$ cat src/rtl/rv_tag_alloc_arbiter_pkg.sv
// Shared definitions for the tag allocation arbiter: default depth limits,
// width derivations and the release classification type.
package rv_tag_alloc_arbiter_pkg;

  // Outstanding slots a single requester may hold by default
  localparam int unsigned MAX_PEND_DEFAULT = 2;

  // Requester-id width; never narrower than one bit
  function automatic int unsigned calc_reqw(input int unsigned num_reqs);
    return (num_reqs > 1) ? 32'($clog2(num_reqs)) : 32'd1;
  endfunction

  // Counter width able to hold the value 0..max_val inclusive
  function automatic int unsigned calc_cntw(input int unsigned max_val);
    return 32'($clog2(max_val + 1));
  endfunction

  // Outcome of a release request in the current cycle
  typedef enum logic [1:0] {
    REL_NONE    = 2'd0,
    REL_LEGAL   = 2'd1,
    REL_ILLEGAL = 2'd2
  } rel_kind_e;

endpackage

$ cat src/rtl/rv_tag_alloc_arbiter_rr_arbiter.sv
// Round-robin one-hot arbiter. The search starts at an internal pointer that
// moves just past the winner; with no grant the pointer holds.
module rv_tag_alloc_arbiter_rr_arbiter
  import rv_tag_alloc_arbiter_pkg::*;
#(
  parameter int unsigned NUM_REQS = 4,
  parameter int unsigned REQW     = calc_reqw(NUM_REQS)
) (
  input  logic                clk,
  input  logic                reset,
  input  logic                enable,
  input  logic [NUM_REQS-1:0] req,
  output logic [NUM_REQS-1:0] grant,
  output logic [REQW-1:0]     grant_idx,
  output logic                grant_valid
);

  logic [REQW-1:0] rr_ptr;

  // First requesting index at or after rr_ptr, wrapping around
  always_comb begin
    int unsigned     idx;
    logic [REQW-1:0] sel;
    idx         = 0;
    sel         = '0;
    grant       = '0;
    grant_idx   = '0;
    grant_valid = 1'b0;
    for (int unsigned off = 0; off < NUM_REQS; off++) begin
      idx = 32'(rr_ptr) + off;
      if (idx >= NUM_REQS) begin
        idx = idx - NUM_REQS;
      end
      sel = REQW'(idx);
      if (enable && !grant_valid && req[sel]) begin
        grant[sel]  = 1'b1;
        grant_idx   = sel;
        grant_valid = 1'b1;
      end
    end
  end

  // Pointer advances to the slot after the winner
  always_ff @(posedge clk or negedge reset) begin
    if (!reset) begin
      rr_ptr <= '0;
    end else if (grant_valid) begin
      rr_ptr <= (grant_idx == REQW'(NUM_REQS - 1)) ? '0 : grant_idx + 1'b1;
    end
  end

endmodule

$ cat src/rtl/rv_tag_alloc_arbiter.sv
// Tag allocator in front of an index buffer: arbitrates requesters for free
// slots, limits per-requester outstanding slots, tracks slot ownership and
// filters releases of slots that are not allocated.
module rv_tag_alloc_arbiter
  import rv_tag_alloc_arbiter_pkg::*;
#(
  parameter int unsigned NUM_REQS = 4,
  parameter int unsigned DATAW    = 8,
  parameter int unsigned SIZE     = 4,
  parameter int unsigned MAX_PEND = MAX_PEND_DEFAULT,
  parameter int unsigned ADDRW    = $clog2(SIZE),
  parameter int unsigned REQW     = calc_reqw(NUM_REQS),
  parameter int unsigned CNTW     = calc_cntw(SIZE)
) (
  input  logic                      clk,
  input  logic                      reset,
  input  logic [NUM_REQS-1:0]       req_valid,
  input  logic [NUM_REQS*DATAW-1:0] req_data,
  output logic [NUM_REQS-1:0]       req_ready,
  output logic                      rsp_valid,
  output logic [ADDRW-1:0]          rsp_tag,
  output logic [REQW-1:0]           rsp_reqid,
  input  logic                      rel_valid,
  input  logic [ADDRW-1:0]          rel_tag,
  output logic                      ib_acquire,
  output logic [DATAW-1:0]          ib_wdata,
  input  logic [ADDRW-1:0]          ib_waddr,
  output logic                      ib_release,
  output logic [ADDRW-1:0]          ib_release_addr,
  output logic [CNTW-1:0]           occupancy,
  output logic                      rel_err
);

  localparam int unsigned PENDW = calc_cntw(MAX_PEND);

  logic [SIZE-1:0]     alloc_map;
  logic [SIZE-1:0]     alloc_map_d;
  logic [REQW-1:0]     owner    [SIZE];
  logic [PENDW-1:0]    pend_cnt [NUM_REQS];
  logic [PENDW-1:0]    pend_d   [NUM_REQS];
  logic [CNTW-1:0]     occupancy_d;
  logic [NUM_REQS-1:0] eligible;
  logic [NUM_REQS-1:0] grant;
  logic [REQW-1:0]     grant_idx;
  logic                grant_valid;
  rel_kind_e           rel_kind;
  logic                rel_legal;
  logic [REQW-1:0]     rel_owner;
  logic                slot_clash;
  logic                has_room;
  logic                arb_enable;

  // Classify the release: only allocated slots may be freed
  always_comb begin
    rel_kind = REL_NONE;
    if (rel_valid) begin
      rel_kind = alloc_map[rel_tag] ? REL_LEGAL : REL_ILLEGAL;
    end
  end

  assign rel_legal = (rel_kind == REL_LEGAL);
  assign rel_owner = owner[rel_tag];

  // A slot being released cannot be handed out in the same cycle; the
  // grant waits for the index buffer to re-report it as free
  assign slot_clash = rel_legal && (rel_tag == ib_waddr);
  assign has_room   = (occupancy < CNTW'(SIZE));
  assign arb_enable = reset && has_room && !slot_clash;

  // Per-requester eligibility against the outstanding-slot limit
  always_comb begin
    eligible = '0;
    for (int i = 0; i < NUM_REQS; i++) begin
      eligible[i] = req_valid[i] && (pend_cnt[i] < PENDW'(MAX_PEND));
    end
  end

  rv_tag_alloc_arbiter_rr_arbiter #(
    .NUM_REQS (NUM_REQS),
    .REQW     (REQW)
  ) u_rr_arbiter (
    .clk         (clk),
    .reset       (reset),
    .enable      (arb_enable),
    .req         (eligible),
    .grant       (grant),
    .grant_idx   (grant_idx),
    .grant_valid (grant_valid)
  );

  assign req_ready       = grant;
  assign ib_acquire      = grant_valid;
  assign ib_release      = reset && rel_legal;
  assign ib_release_addr = rel_tag;

  // Forward the granted requester's payload to the index buffer
  always_comb begin
    ib_wdata = '0;
    for (int i = 0; i < NUM_REQS; i++) begin
      if (grant[i]) begin
        ib_wdata = req_data[i*DATAW +: DATAW];
      end
    end
  end

  // Allocation map: clear released slot, mark newly granted slot
  always_comb begin
    alloc_map_d = alloc_map;
    if (rel_legal) begin
      alloc_map_d[rel_tag] = 1'b0;
    end
    if (grant_valid) begin
      alloc_map_d[ib_waddr] = 1'b1;
    end
  end

  // Outstanding counts: grant and release to the same requester cancel
  always_comb begin
    logic inc;
    logic dec;
    inc = 1'b0;
    dec = 1'b0;
    for (int i = 0; i < NUM_REQS; i++) begin
      pend_d[i] = pend_cnt[i];
      inc       = grant[i];
      dec       = rel_legal && (rel_owner == REQW'(i));
      if (inc && !dec && (pend_cnt[i] < PENDW'(MAX_PEND))) begin
        pend_d[i] = pend_cnt[i] + 1'b1;
      end else if (dec && !inc && (pend_cnt[i] != '0)) begin
        pend_d[i] = pend_cnt[i] - 1'b1;
      end
    end
  end

  // Occupancy: saturating at both ends, unchanged when grant and release pair up
  always_comb begin
    occupancy_d = occupancy;
    if (grant_valid && !rel_legal && (occupancy < CNTW'(SIZE))) begin
      occupancy_d = occupancy + 1'b1;
    end else if (rel_legal && !grant_valid && (occupancy != '0)) begin
      occupancy_d = occupancy - 1'b1;
    end
  end

  // Slot bookkeeping registers
  always_ff @(posedge clk or negedge reset) begin
    if (!reset) begin
      alloc_map <= '0;
      occupancy <= '0;
      for (int i = 0; i < NUM_REQS; i++) begin
        pend_cnt[i] <= '0;
      end
      for (int s = 0; s < SIZE; s++) begin
        owner[s] <= '0;
      end
    end else begin
      alloc_map <= alloc_map_d;
      occupancy <= occupancy_d;
      for (int i = 0; i < NUM_REQS; i++) begin
        pend_cnt[i] <= pend_d[i];
      end
      if (grant_valid) begin
        owner[ib_waddr] <= grant_idx;
      end
    end
  end

  // Tag return one cycle after the grant, and the illegal-release pulse
  always_ff @(posedge clk or negedge reset) begin
    if (!reset) begin
      rsp_valid <= 1'b0;
      rsp_tag   <= '0;
      rsp_reqid <= '0;
      rel_err   <= 1'b0;
    end else begin
      rsp_valid <= grant_valid;
      if (grant_valid) begin
        rsp_tag   <= ib_waddr;
        rsp_reqid <= grant_idx;
      end
      rel_err <= (rel_kind == REL_ILLEGAL);
    end
  end

endmodule

$ cat config.mk
export PLATFORM = sky130hd
export DESIGN_NAME = rv_tag_alloc_arbiter
export DESIGN_NICKNAME = d
export VERILOG_FILES = /design/src/rtl/rv_tag_alloc_arbiter_pkg.sv /design/src/rtl/rv_tag_alloc_arbiter_rr_arbiter.sv /design/src/rtl/rv_tag_alloc_arbiter.sv
export SDC_FILE = /design/constraint.sdc
export NUM_CORES = 1
export LEC_CHECK = 0
export CAP_MARGIN = 20
export CORE_MARGIN = 4
export CORE_UTILIZATION = 35
export CTS_BUF_LIST = sky130_fd_sc_hd__clkbuf_4
export DETAILED_ROUTE_END_ITERATION = 16
export HOLD_SLACK_MARGIN = 0.03
export SLEW_MARGIN = 20
export SYNTH_ARGS = -nofsm -noshare
export SYNTH_HDL_FRONTEND = slang
export SYNTH_SLANG_ARGS = --single-unit
$ cat constraint.sdc
create_clock -name clk -period 2.8 [get_ports clk]
set_input_delay 0.28 -clock clk [delete_from_list [all_inputs] [get_ports clk]]
set_output_delay 0.28 -clock clk [all_outputs]
set_load 0.02 [all_outputs]
# ---- Word-level counts from Yosys, hierarchy flattened
# Cells that the tools add are included.
dict set report word_totals {
  reg_bits 31
  inputBits 43
  out_inout_bits 25
  elab_cells 206
}
dict set report classes {
  add_sub_neg 18
  n_lt_le_gt_ge 24
  n_eq_ne 7
  muxes 63
  bitwise 8
  n_reduce_logical 71
}
# cell n
set ops {}
lappend ops {{$logic_and 1x1->1} 46}
lappend ops {{$mux 2} 22}
lappend ops {{$mux 8} 4}
lappend ops {{$mux 4} 6}
lappend ops {{$lt 2x3->1 const B} 6}
lappend ops {{$reduce_bool 2->1} 9}
lappend ops {{$or 4x4->4} 4}
lappend ops {{$sub 2x1->2 const B} 8}
lappend ops {{$ge 3x3->1 const B} 5}
lappend ops {{$mux 1} 15}
lappend ops {{$logic_not 1->1} 14}
lappend ops {{$demux 1 s2} 6}
lappend ops {{$ge 2x1->1 const B} 6}
lappend ops {{$add 2x1->2 const B} 5}
lappend ops {{$bmux 1 s2} 5}
lappend ops {{$bwmux 8} 1}
lappend ops {{$eq 2x2->1 const B} 4}
lappend ops {{$lt 2x2->1 const B} 4}
lappend ops {{$add 2x2->3 const B} 2}
lappend ops {{$mux 3} 2}
lappend ops {{$not 2->3} 2}
lappend ops {{$and 4x4->4} 1}
lappend ops {{$bmux 2 s2} 1}
lappend ops {{$demux 2 s2} 1}
lappend ops {{other kinds (11)} 12}

# ---- Logic depth before layout (Yosys ltp)
# Gate-level depths: netlist (run 1).
dict set report logic_depth {
  word_depth 27
  ltp_mapped 11
}

# ---- Modules after synthesis
# Synthesis (run 1) repeated with hierarchy kept, for this count alone.
dict set report unflattened {
  hier_cells 255
  area_unflattened_um2 2346.0
}
# module instances cells_per_inst area_each_um2
set by_module_without_submodules {}
lappend by_module_without_submodules {rv_tag_alloc_arbiter 1 190 1771.7}
lappend by_module_without_submodules {rv_tag_alloc_arbiter_rr_arbiter 1 65 574.3}

# ---- Worst setup path after synthesis (run 1)
# OpenSTA, ideal clock, no wires.
dict set report synth_timing {
  path_type {reg2out}
  startpoint {register u_rr_arbiter.rr_ptr[1]}
  endpoint {output port ib_wdata[0]}
  t_arrival_ps 2953
  required_ps 2520
  setup_slack_ps -433
  path_stages_with_launch 11
  path_buffers 1
  path_cell_list {dfrtp_1 -> inv_1 -> ha_1 -> inv_2 -> mux4_2 -> nor2_1 -> a32oi_1 -> a21oi_1 -> clkbuf_1 -> nor3b_1 -> a211oi_2}
}
# item line_no
set synth_lines {}
lappend synth_lines {{from (decl)} rv_tag_alloc_arbiter_rr_arbiter.sv:18} ;# logic [REQW-1:0] rr_ptr;
lappend synth_lines {{from (signal assigned)} rv_tag_alloc_arbiter_rr_arbiter.sv:48} ;# rr_ptr <= (grant_idx == REQW'(NUM_REQS - 1)) ? '0 : grant_idx + 1'b1;
lappend synth_lines {{parallel branches: the longest is 17 deep, another holds $add 2x1->3} -}
lappend synth_lines {{$mux 4 *} rv_tag_alloc_arbiter_rr_arbiter.sv:35} ;# if (enable && !grant_valid && req[sel]) begin
lappend synth_lines {{net req_ready[3]} rv_tag_alloc_arbiter.sv:19} ;# output logic [NUM_REQS-1:0] req_ready,
lappend synth_lines {{$mux 8 *} rv_tag_alloc_arbiter.sv:100} ;# if (grant[i]) begin
lappend synth_lines {{to (decl)} rv_tag_alloc_arbiter.sv:26} ;# output logic [DATAW-1:0] ib_wdata,
# Mark *: on every way through the listed nets, which the timed path passes. The select of a mux whose other input is x is not followed.

# ---- Final worst setup path (run 1)
dict set report layout_timing {
  startpoint {register u_rr_arbiter.rr_ptr[0]}
  endpoint {output port ib_wdata[5]}
}
dict set report layout_via {
  elab_chain_len 22
}
# item line_no
set layout_lines {}
lappend layout_lines {{parallel branches: the longest is 17 deep, another holds $add 2x1->3} -}
lappend layout_lines {{$mux 4 *} rv_tag_alloc_arbiter_rr_arbiter.sv:35}
lappend layout_lines {{$mux 8 (3 in a row)} rv_tag_alloc_arbiter.sv:100}
lappend layout_lines {{$mux 8 *} rv_tag_alloc_arbiter.sv:100}
# Every way passes the cells marked *. The select of a mux whose other input is x is not followed.

==> results of run 1 <==
-- logic make-up after synthesis --
| family | share of synthesized area |
|---|---|
| buffers and inverters | 0.0380 |
| multiplexers | 0.115 |
| adder cells (fa/ha/maj) | 0.0480 |
| AO/OA/AOI/OAI | 0.249 |
| flip-flops | 0.310 |
| AND/OR/NAND/NOR | 0.226 |
| XOR/XNOR | 0.0140 |
-- registers in the layout, indices dropped and copies added (netlist names) --
signal	flops
rsp_reqid	2
rel_err	1
rsp_tag	2
owner	8
alloc_map	4
u_rr_arbiter.rr_ptr	2
pend_cnt	8
occupancy	3
rsp_valid	1
-- worst max-delay path by stage --
stage | start | endpoint | slack, ns | depth (start not counted)
after floorplan | u_rr_arbiter.rr_ptr[1] | ib_wdata[0] | -0.19 | 10
after global placement | req_valid[2] | ib_wdata[0] | -0.80 | 11
after detailed placement | req_valid[3] | ib_wdata[0] | -0.79 | 11
after CTS | u_rr_arbiter.rr_ptr[0] | ib_wdata[0] | -0.56 | 12
after global routing | u_rr_arbiter.rr_ptr[0] | ib_wdata[5] | -0.70 | 12
final | u_rr_arbiter.rr_ptr[0] | ib_wdata[5] | -0.58 | 12
-- cell usage in the layout (no fill, tap or decap), drive strengths merged, types with 3 or more instances in the layout --
cell / n
nand2: 27
xnor2: 3
ha: 8
mux4: 7
and3: 3
buf: 81
nand3: 14
a21oi: 8
o21ai: 15
clkbuf: 7
nor3b: 10
mux2: 9
a31oi: 3
clkdlybuf4s50: 53
o211ai: 3
inv: 11
a211oi: 17
or3: 3
nor3: 9
nand2b: 5
nor2: 11
mux2i: 3
a21o: 5
nor2b: 12
dfrtp: 31
-- power by group --
part           total, mW  switching (mW)  internal [mW]
Clock              0.266           0.159          0.107
Sequential         0.743           0.122          0.621
Combinational       1.95           0.937           1.01
-- cell type report --
| cell class | count | share of cell area |
|---|---|---|
| Inverter | 11 | 0.0118 |
| Tap cell | 96 | 0.0305 |
| Clock inverter | 2 | 0.00318 |
| Clock buffer | 6 | 0.0114 |
| Multi-Input combinational cell | 207 | 0.435 |
| Timing Repair Buffer | 137 | 0.311 |
| Sequential cell | 31 | 0.197 |
-- timing repair --
action | CTS | global route
setup buffers | 3 | 5
pin swaps | 7 | 5
gates resized for setup | 69 | 11
gates cloned | 0 | 1
setup endpoints to repair | 22 | 19
-- layer usage --
| metal | share of wire | routed length [um] |
|---|---|---|
| met4 | 0.011 | 78 |
| met1 | 0.46 | 3350 |
| met5 | 0 | 0 |
| met3 | 0.062 | 458 |
| met2 | 0.47 | 3450 |
-- per-stage QoR --
| step | total power [mW] | std cells | setup TNS [ns] |
|---|---|---|---|
| after floorplan | 1.81 | 260 | -1.54 |
| after CTS | 2.92 | 486 | -5.08 |
| final | 2.96 | 490 | -5.19 |
| after global placement | 2.60 | 475 | -11.72 |
| after global routing | 3.19 | 490 | -7.13 |
| after detailed placement | 2.63 | 475 | -11.71 |
-- worst reg2reg max path, stage by stage (launching register included) --
cell and delay, ns:
dfrtp_1 0.40, inv_2 0.08, ha_4 0.21, inv_4 0.05
mux4_2 0.49, and2_4 0.16, a222oi_1 0.35, buf_4 0.20
a31oi_4 0.13, buf_4 0.16, buf_4 0.13, xnor2_1 0.11
a221o_1 0.32
==> impl_metrics.yaml, run 1 <==
status:
  outcome: "finished, violations left"
  violations: "setup timing"
setup_path:
  cp_cell_sequence: "inv_2, ha_4, inv_4, mux4_2, and2_4, a222oi_1, buf_4, a31oi_4, buf_12, nor3b_1, a211oi_2, buf_4"
  cp.required_ns: 2.52
  crit_type: "flip-flop to output pin"
  crit_buf_inv: 5
  cpPeakStageDelay_ns: 0.49
  worstPathArrival_ns: 3.10
  critPathMaxFanout: 9
  endpoint_kind: "output pin"
  r2r_setup_slack_ns: -0.13
  reg2reg_from: "u_rr_arbiter.rr_ptr[0]"
  r2r_end: "pend_cnt[2]"
  critPathTopFamily: "buffers and inverters"
  cp_common_cell: "buf_4"
  start_kind: "flip-flop"
  slowest_stage: "mux4_2"
  reg2reg_depth: 12
clock_network:
  ctsLongestPathBuffers: 2
  hold_buffers: 0
  cts-root-buf: "clkbuf_4"
  cts_inserted_buffers: 5
  clk_pin_slew_worst_paths_ns: 0.11
  h-tree-depth: 2
  tritoncts: "done"
  cts_sinks: 31
  clk-insertion-delay-late_ns: 0.33
timing:
  final-setup-viol-count: 13
  post-route-period-util: 1.21
  fin_worst_skew_ns: 0.00894
  rsz0062_at_grt: "true"
  fin_hold_ws_ns: 0.376
  period_minus_slack_ns: 3.38
  max_freq_mhz: 296
  slew_headroom: 0.723
  setup_ws_ns: -0.584
  drv_slew: 0
  hold_viol: 0
  tightest_slew_ns: 0.416
layout:
  fin_area_um2: 3940
  drive_gt1_frac: 0.376
  diodes: 0
  area_growth_pct: 57.4
  multi_input_area_um2: 1710
  fin_util: 0.573
  final_nets: 445
  fillers: 605
  seqCellArea_um2: 776
logic_synthesis:
  synth_commonest_cells: "dfrtp_1 (31), nand2_1 (27), a211oi_2 (16), nand3_1 (14), o21ai_0 (13)"
  avgSynthCellArea_um2: 9.62
  netlist_area_um2: 2500
  ys.flop_type: "dfrtp_1"
  ys_types: 59
  yosys.area.top_type: "dfrtp_1"
  seq_area_frac_synth: 0.310
  synth-seq-cells: 31
  synth_area_leaders: "dfrtp_1 (31%), a211oi_2 (8.0%), mux4_2 (6.3%)"
  yosysTopAreaCellShare: 0.310
  synth_edf_count: 0
  synth_most_common_cell: "dfrtp_1"
  synth_nets: 312
  netlist_instances: 260
  postSynth.asyncResetShare: 1.00
  synth_warnings: 0
min_path:
  min_path_type: "primary input to async pin"
global_routing:
  grt-ovfl-total: 0
  use_met2: 0.283
  use_met3: 0.0325
  use_met1: 0.217
  grt_util_all_layers: 0.168
  grt_pass1_vias: 2500
  antenna_found_initial: 0
  grt.busiest_layer: "met2"
  grt_pass1_wl_um: 11900
  grt_start_max_net_pins: 33
drt:
  ant_nets: 0
  finalWirelength_um: 7340
  drtIter0Drc: 87
  num_vias: 2496
  dr.pass1.iters: 4
  vias_per_cell: 5.09
  wl_per_cell_um: 15.0
  drc_errors: 0
floorplan:
  initial_utilization: 0.364
  rows: 30
  core_area_um2: 6870
  die_area_um2: 8570
  die_height_um: 92.6
  io_pins: 68
  die_w_um: 92.6
place:
  routabilityCongestion: 0.851
  dpl_cell_area_um2: 3760
  pre_cts_ws_ns: -0.795
  placement.io_buffers: 67
  detailed_place_hpwl_um: 5500
pwr:
  p_per_area_nw_per_um2: 752
  power_leakage_nw: 1.72
  vdd_drop_max_mv: 0.377
job:
  max_cap_violations: 0
Note: power is estimated with default switching activity, not from simulation.
==> run 2, diff against run 1 <==
--- a/config.mk
+++ b/config.mk
@@ -7,10 +7,11 @@
 export LEC_CHECK = 0
 export CAP_MARGIN = 20
 export CORE_MARGIN = 4
-export CORE_UTILIZATION = 35
+export CORE_UTILIZATION = 45
 export CTS_BUF_LIST = sky130_fd_sc_hd__clkbuf_4
 export DETAILED_ROUTE_END_ITERATION = 16
 export HOLD_SLACK_MARGIN = 0.03
+export PLACE_DENSITY = 0.78
 export SLEW_MARGIN = 20
 export SYNTH_ARGS = -nofsm -noshare
 export SYNTH_HDL_FRONTEND = slang
==> run 2 against run 1 <==
  * Final area is 1.5% higher
  * The run still ends with setup timing left
  * Via count increased by 6.4%
  * First-iteration DRC count grew 150%
  * Register-to-register slack lost 0.10 ns
  * Clock skew up 0.0060 ns
  * Largest power group unchanged
  * Highest routed layer unchanged
  * Combinational power rose by 7%
  * Fmax down 2.6%
  * Worst setup slack worse by 0.091 ns
  * Hold slack better by 0.032 ns
  * Critical path depth unchanged
  * Critical endpoint is now ib_wdata[2]
==> impl_metrics.yaml, run 2 (synthesis gave the netlist of run 1 again) <==
timing:
  fin_hold_ws_ns: 0.409
  tns_ns: -6.92
  final-setup-viol-count: 16
  setup_ws_ns: -0.674
  tightest_slew_ns: 0.462
  post-route-period-util: 1.24
  rsz0062_at_grt: "true"
  slew_headroom: 0.692
  fin_worst_skew_ns: 0.0149
  drv_slew: 0
  period_minus_slack_ns: 3.47
  hold_viol: 0
  max_freq_mhz: 288
drt:
  drtIter0Drc: 217
  ant_nets: 0
  wl_per_cell_um: 17.7
  num_vias: 2655
  finalWirelength_um: 8310
  vias_per_cell: 5.66
  drc_errors: 0
  dr.pass1.iters: 4
pwr:
  power_leakage_nw: 1.76
  vdd_drop_max_mv: 0.595
  p_per_area_nw_per_um2: 779
global_routing:
  grt_util_all_layers: 0.241
  antenna_found_initial: 0
  grt_pass1_wl_um: 12600
  grt_pass1_vias: 2672
  grt_start_max_net_pins: 33
  grt-ovfl-total: 0
place:
  placement.io_buffers: 67
  detailed_place_hpwl_um: 5780
  routabilityCongestion: 0.952
  place_inst: 448
setup_path:
  start_kind: "flip-flop"
  crit_type: "flip-flop to output pin"
  endpoint_kind: "output pin"
  worstPathArrival_ns: 3.19
  critPathMaxFanout: 26
  cp.required_ns: 2.52
layout:
  diodes: 0
  layout_common_cells: "buf_4 (77), clkdlybuf4s50_1 (53), dfrtp_1 (31)"
  area_growth_pct: 59.7
  drive_gt1_frac: 0.406
  reg_top3: "owner: 8 flops, pend_cnt: 8 flops, alloc_map: 4 flops"
  fillers: 375
  fin_cells: 469
  final_nets: 450
  final_common_cell: "buf_4"
  fin_util: 0.763
floorplan:
  io_pins: 68
  die_area_um2: 6820
  initial_utilization: 0.478
  rows: 26
  die_w_um: 82.6
  die_height_um: 82.6
  core_area_um2: 5240
min_path:
  min_path_type: "primary input to async pin"
clock_network:
  ctsLongestPathBuffers: 2
  clk-insertion-delay-late_ns: 0.35
  cts_inserted_buffers: 5
  h-tree-depth: 2
  hold_buffers: 0
  cts-root-buf: "clkbuf_4"
  tritoncts: "done"
  cts_sinks: 31
  clk_pin_slew_worst_paths_ns: 0.11
job:
  max_cap_violations: 0
status:
  outcome: "finished, violations left"
  violations: "setup timing"
-- run 2: area by class of cell --
| class | count | area (um2) | area share |
|---|---|---|---|
| Multi-Input combinational cell | 207 | 1760 | 0.441 |
| Timing Repair Buffer | 142 | 1260 | 0.316 |
| Sequential cell | 31 | 776 | 0.194 |
| Tap cell | 70 | 87.6 | 0.0219 |
| Inverter | 11 | 48.8 | 0.0122 |
| Clock buffer | 6 | 45.0 | 0.0113 |
| Clock inverter | 2 | 12.5 | 0.00313 |
-- run 2: power breakdown --
group / switching [mW] / internal (mW)
registers: 0.131 / 0.620
logic: 1.01 / 1.07
clock network: 0.173 / 0.106
total: 1.32 / 1.79
-- run 2: path summary, 6_finish.rpt --
kind                                              from           end  slack (ns)  cells after the start
worst max-delay path            u_rr_arbiter.rr_ptr[0]   ib_wdata[2]       -0.67                     12
min in group clk                          rsp_reqid[0]  rsp_reqid[0]        0.49                      1
max in group asynchronous                        reset   pend_cnt[5]        2.07                      2
worst max register to register  u_rr_arbiter.rr_ptr[0]   pend_cnt[0]       -0.23                     12
worst min-delay path                             reset   pend_cnt[7]        0.41                      2
worst min register to register            rsp_reqid[0]  rsp_reqid[0]        0.49                      1
-- run 2: metal layers --
metal / GRT usage / routed length, um
met3: 0.0531 / 607
met2: 0.438 / 4260
met4: 0.0637 / 210
met5: 0 / 0
met1: 0.285 / 3240
-- run 2: what timing repair did --
item,CTS,global route
gates resized for setup,71,22
buffers inserted,5,7
gates cloned,1,1
pin swaps,6,9
endpoints found under the setup margin,23,20
-- run 2: through the flow --
step / area (um2) / total power, mW / setup WS [ns]
6_report: 4000 / 3.11 / -0.674
5_1_grt: 4000 / 3.32 / -0.773
4_1_cts: 3850 / 2.96 / -0.579
3_5_place_dp: 3720 / 2.64 / -0.762
3_3_place_gp: 3720 / 2.57 / -0.668
2_1_floorplan: 2520 / 1.81 / -0.193
-- run 2: critical path, stage by stage (launching register included) --
cell and delay [ns]:
dfrtp_1 0.41, inv_2 0.09, ha_4 0.21, inv_4 0.06, mux4_2 0.51, and2_4 0.17
buf_4 0.13, a222oi_1 0.42, a21oi_2 0.14, buf_12 0.18, nor2b_1 0.14, a211oi_2 0.20
buf_4 0.17
